`config.mk`:
```
export PLATFORM = sky130hd
export DESIGN_NAME = rf_wb_arbiter
export DESIGN_NICKNAME = d
export VERILOG_FILES = /design/src/rtl/rf_wb_arbiter.sv
export SDC_FILE = /design/constraint.sdc
export NUM_CORES = 1
export LEC_CHECK = 0
export CAP_MARGIN = 15
export CORE_UTILIZATION = 40
export CTS_BUF_LIST = sky130_fd_sc_hd__clkbuf_8
export DETAILED_ROUTE_END_ITERATION = 6
export SYNTH_ARGS = -nofsm -noshare
export SYNTH_HDL_FRONTEND = slang
export SYNTH_SLANG_ARGS = --single-unit
```
`constraint.sdc`:
```
create_clock -name clk -period 22 [get_ports clk]
set_clock_uncertainty 0.05 [all_clocks]
set_input_delay 5.5 -clock clk [delete_from_list [all_inputs] [get_ports clk]]
set_output_delay 5.5 -clock clk [all_outputs]
set_load 0.02 [all_outputs]
```
`src/rtl/rf_wb_arbiter.sv`:
```
// Register-file write-port arbiter: pipeline writeback has priority, late side
// writes queue in a small FIFO with kill-on-overwrite ordering and a forwarding lookup.
module rf_wb_arbiter #(
   parameter int DEPTH = 4,
   parameter int DW    = 32,
   parameter int AW    = 5
) (
   input  logic                     clk,
   input  logic                     rst,
   input  logic                     pipe_we,
   input  logic [AW-1:0]            pipe_addr,
   input  logic [DW-1:0]            pipe_data,
   input  logic                     side_valid,
   output logic                     side_ready,
   input  logic [AW-1:0]            side_addr,
   input  logic [DW-1:0]            side_data,
   output logic                     rf_we,
   output logic [AW-1:0]            rf_addr,
   output logic [DW-1:0]            rf_wd,
   input  logic [AW-1:0]            fwd_addr,
   output logic                     fwd_hit,
   output logic [DW-1:0]            fwd_data,
   output logic [$clog2(DEPTH):0]   pending
);

   localparam int PW = $clog2(DEPTH);

   logic [AW-1:0]    q_addr [DEPTH];
   logic [DW-1:0]    q_data [DEPTH];
   logic [DEPTH-1:0] q_kill;
   logic [DEPTH-1:0] occ;
   logic [PW-1:0]    head, tail;
   logic [PW:0]      count;
   logic             pipe_v, accept, push, pop;

   assign side_ready = !rst && (count < (PW+1)'(DEPTH));
   assign pipe_v     = pipe_we && (pipe_addr != '0);
   assign accept     = side_valid && side_ready;
   assign push       = accept && (side_addr != '0);
   assign pop        = !pipe_v && (count != '0);
   assign pending    = count;

   // Physical slot occupancy from its distance past head.
   always_comb begin
      logic [PW-1:0] off;
      off = '0;
      occ = '0;
      for (int i = 0; i < DEPTH; i++) begin
         off    = PW'(i) - head;
         occ[i] = ({1'b0, off} < count);
      end
   end

   always_ff @(posedge clk or posedge rst) begin
      if (rst) begin
         head    <= '0;
         tail    <= '0;
         count   <= '0;
         q_kill  <= '0;
         rf_we   <= 1'b0;
         rf_addr <= '0;
         rf_wd   <= '0;
         for (int i = 0; i < DEPTH; i++) begin
            q_addr[i] <= '0;
            q_data[i] <= '0;
         end
      end else begin
         if (pipe_v) begin
            rf_we   <= 1'b1;
            rf_addr <= pipe_addr;
            rf_wd   <= pipe_data;
         end else if (pop) begin
            rf_we   <= ~q_kill[head];
            rf_addr <= q_addr[head];
            rf_wd   <= q_data[head];
            head    <= head + 1'b1;
         end else begin
            rf_we   <= 1'b0;
         end
         // A pipe write is younger than everything queued: older same-register entries become dead.
         for (int i = 0; i < DEPTH; i++)
            if (pipe_v && occ[i] && (q_addr[i] == pipe_addr))
               q_kill[i] <= 1'b1;
         if (push) begin
            q_addr[tail] <= side_addr;
            q_data[tail] <= side_data;
            q_kill[tail] <= pipe_v && (side_addr == pipe_addr);
            tail         <= tail + 1'b1;
         end
         unique case ({push, pop})
            2'b10:   count <= count + 1'b1;
            2'b01:   count <= count - 1'b1;
            default: count <= count;
         endcase
      end
   end

   // Scan oldest to newest so the newest live match overrides; FIFO beats the output stage.
   always_comb begin
      logic [PW-1:0] idx;
      idx      = '0;
      fwd_hit  = 1'b0;
      fwd_data = '0;
      if (!rst && (fwd_addr != '0)) begin
         if (rf_we && (rf_addr == fwd_addr)) begin
            fwd_hit  = 1'b1;
            fwd_data = rf_wd;
         end
         for (int i = 0; i < DEPTH; i++) begin
            idx = head + PW'(i);
            if (((PW+1)'(i) < count) && !q_kill[idx] && (q_addr[idx] == fwd_addr)) begin
               fwd_hit  = 1'b1;
               fwd_data = q_data[idx];
            end
         end
      end
   end

endmodule

```
==> flow_metrics.py <==
metrics = {
    "critical_path": {
        "cp_cell_sequence": "clkdlybuf4s50_1, nand2b_1, a32oi_1, nor3_1, o221ai_2, nor2_2, a221oi_1, o41ai_1, clkdlybuf4s50_1",
        "worstSetupPathType": "in -> out",
        "cp_max_fo": 18,
        "critical-path-slowest-cell": "clkdlybuf4s50_1",
        "arrival_ns": 9.71,
        "slowest_delay_ns": 0.82,
        "path_common_cell": "clkdlybuf4s50_1",
        "critPathRequiredTime_ns": 16.45,
        "worstSetupEndpointType": "primary output",
        "worstSetupStartpointType": "primary input",
    },
    "power_and_ir_drop": {
        "intPower_mw": 1.228,
        "ir_drop_v": 0.00007117,
        "power_frac_seq_pct": 33.2,
        "p_switching_mw": 1.035,
        "p_sw_share_pct": 45.73,
        "p_clk_share_pct": 10.6,
        "power_density_nw_per_um2": 144.2,
        "p_leak_nw": 6.710,
        "p_comb_share_pct": 56.2,
    },
    "clock_network": {
        "cts_inserted_buffers": 17,
        "clk_pin_slew_ns": 0.10,
        "insertion_delay_ns": 0.51,
        "cts_buffer_depth": 2,
        "post_cts_buffers": 0,
        "postCtsResizedCells": 0,
        "clock-root-buffer": "clkbuf_8",
        "hold_buffers": 0,
        "cts_tree": "built",
        "cts_sinks": 197,
        "htreeDepth": 4,
    },
    "sta": {
        "fin_setup_tns_ns": 0,
        "hold_violations": 0,
        "hold-worst-slack_ns": 0.4861,
        "worst_slew_pin_slew_ns": 1.162,
        "fmax_mhz": 65.55,
        "min_period_ns": 15.26,
        "rsz0062_at_grt": "no",
        "min_period_over_period_pct": 69.34,
        "slew_violations": 0,
        "finalSetupViolations": 0,
        "relSlewSlack_pct": 22.52,
    },
    "yosys": {
        "synth-simple-area-share_pct": 10.73,
        "ys_ff_latch": 197,
        "yosys-top-cells-area": "dfrtp_1 (37%), mux2_2 (16%), mux2i_1 (9.8%), nand2_1 (6.1%), o21ai_0 (2.5%)",
        "synth_compound_area_share_pct": 15.13,
        "avgSynthCellArea_sq_um": 9.719,
        "synthMuxAreaShare_pct": 27.56,
        "syn_inst": 1389,
        "ys_seq_area_share_pct": 36.52,
        "ys_types": 56,
        "syn_area_sq_um": 13500,
        "synth_top_cell_by_area": "dfrtp_1",
        "yosys_warnings": 0,
        "synth_edf_count": 0,
        "synth.net_count": 1485,
        "ys.flop_type": "dfrtp_1",
        "synth_top_family_by_area": "multiplexers",
        "synth_top_area_share_pct": 36.52,
        "synth_xor_area_share_pct": 3.958,
        "synth_fa_ha_area_share_pct": 1.205,
        "async_reset_ff_share_pct": 100.0,
    },
    "route": {
        "wl_per_cell_um": 21.16,
        "drc": 0,
        "postRouteAntennaNets": 0,
        "route.vias.total": 11240,
        "viasPerCell": 5.849,
        "first_pass_iters": 5,
        "drt_iter0_markers": 837,
        "routed_wl_um": 40670,
    },
    "floorplanning": {
        "die_area_sq_um": 34490,
        "die_w_um": 185.7,
        "start_util_pct": 41.07,
        "fp-row-count": 66,
        "io_pins": 158,
        "die_y_um": 185.7,
        "core_sq_um": 32870,
    },
    "cells_and_area": {
        "fin_area_sq_um": 15690,
        "drive_gt1_share_pct": 18.61,
        "area_delta_synth_final_pct": 16.25,
        "final_nets": 1561,
    },
    "placed_design": {
        "placed_area_sq_um": 15300,
        "dpl.hpwl_um": 26060,
        "portBuffers": 157,
        "routabilityCongestion": 0.8437,
    },
    "global_routing": {
        "grt_use_total_pct": 24.37,
        "grt_pass1_vias": 11180,
        "grt_pass1_wl_um": 64120,
        "grt_overflow_total": 0,
        "grt_max_degree": 125,
        "antenna_found_initial": 4,
    },
    "flow_run": {
        "cap_viol_max_count": 0,
    },
    "min_path": {
        "hp-class": "reg -> reg",
    },
    "status": {
        "outcome": "finished, final reports clean",
    },
}
-- cells in the mapped netlist (7+ instances only) --
cell type / count
nand3_1: 16
nor3_1: 22
and3_1: 8
nor2_1: 51
a221oi_1: 11
a21oi_1: 33
nand2_1: 219
mux2i_1: 132
o21ai_0: 67
xor2_1: 24
dfrtp_1: 197
mux4_2: 10
xnor2_1: 37
a211oi_1: 30
clkbuf_1: 75
a221o_1: 14
o2111ai_1: 14
mux2_2: 186
o22ai_1: 12
inv_1: 30
a31oi_1: 12
ha_1: 13
o21a_1: 10
buf_1: 10
o41ai_1: 7
a311oi_1: 18
o211ai_1: 38
buf_2: 28
-- path summary, 6_finish.rpt --
path	start	to	slack [ns]	depth (start not counted)
hold reg to reg	q_data[110]	q_data[110]	0.49	1
hold / removal	q_data[110]	q_data[110]	0.49	1
max in group asynchronous	rst	q_data[109]	14.71	3
setup reg to reg	head[1]	rf_wd[16]	18.16	7
min in group asynchronous	rst	rf_wd[3]	5.64	2
setup / recovery	fwd_addr[2]	fwd_data[0]	6.74	9
-- cell usage in the layout (no fill, tap or decap), types with 6 or more instances in the layout --
master	count
a211oi_1	30
a21oi_1	33
a221o_1	14
a221oi_1	11
a311oi_1	18
a31oi_1	12
and3_1	8
buf_4	21
clkbuf_8	18
clkdlybuf4s50_1	157
dfrtp_1	195
ha_1	13
inv_1	30
inv_8	6
mux2_2	186
mux2i_1	132
mux4_2	10
nand2_1	215
nand2b_1	6
nand3_1	16
nor2_1	49
nor3_1	22
o2111ai_1	14
o211ai_1	38
o21a_1	10
o21ai_0	67
o22ai_1	12
o41ai_1	7
xnor2_1	37
xor2_1	24
-- stage by stage --
step	cells	power, mW	setup WS (ns)	util (%)
4_1_cts	1920	2.266	6.804	47.73
6_report	1922	2.263	6.745	47.75
5_1_grt	1920	2.437	6.577	47.73
2_1_floorplan	1389	1.650	4.460	-
3_5_place_dp	1888	2.022	6.842	46.56
3_3_place_gp	1887	1.992	6.909	46.55
-- worst max-delay path: cells and delay by family --
kind / cells / cell delay [ns]
buffers and inverters: 2 / 1.54
and+or+nand+nor: 3 / 1.16
AOI/OAI and AO/OA: 4 / 1.49
-- per-layer routing --
metal	vias up	track usage, %	part of all wire, %
li1	5226	-	-
met1	5605	32.73	45
met2	347	39.93	47
met3	59	4.559	5.9
met4	4	6.754	1.7
met5	-	0	0.074
-- registers in the layout, indices dropped and copies added (netlist names) --
| name | flops |
|---|---|
| rf_we | 1 |
| q_addr | 20 |
| q_kill | 4 |
| rf_wd | 32 |
| q_data | 128 |
| head | 2 |
| pending | 3 |
| tail | 2 |
| rf_addr | 5 |
-- area by class of cell --
class,count,area [sq um]
Tap cell,442,553.0
Clock inverter,14,136.4
Fill cell,3133,17170
Multi-Input combinational cell,1039,7955
Inverter,31,123.9
Timing Repair Buffer,179,1734
Sequential cell,197,4937
Antenna cell,2,5.005
Clock buffer,18,247.7
-- power by group through the flow --
| stage | sequential [mW] | clock (mW) | combinational (mW) |
|---|---|---|---|
| 2_1_floorplan | 0.701 | 0 | 0.949 |
| 3_3_place_gp | 0.746 | 0 | 1.25 |
| 3_5_place_dp | 0.757 | 0 | 1.26 |
| 4_1_cts | 0.749 | 0.246 | 1.27 |
| 5_1_grt | 0.784 | 0.259 | 1.39 |
| 6_report | 0.752 | 0.239 | 1.27 |
-- kinds of logic after synthesis --
kind of cell	count (synthesis)
AND/OR/NAND/NOR	342
adder cells (fa/ha/maj)	13
buffers and inverters	153
multiplexers	331
flip-flops	197
AO/OA/AOI/OAI	292
XOR/XNOR	61
No activity file was read; power rests on OpenSTA's default activity.
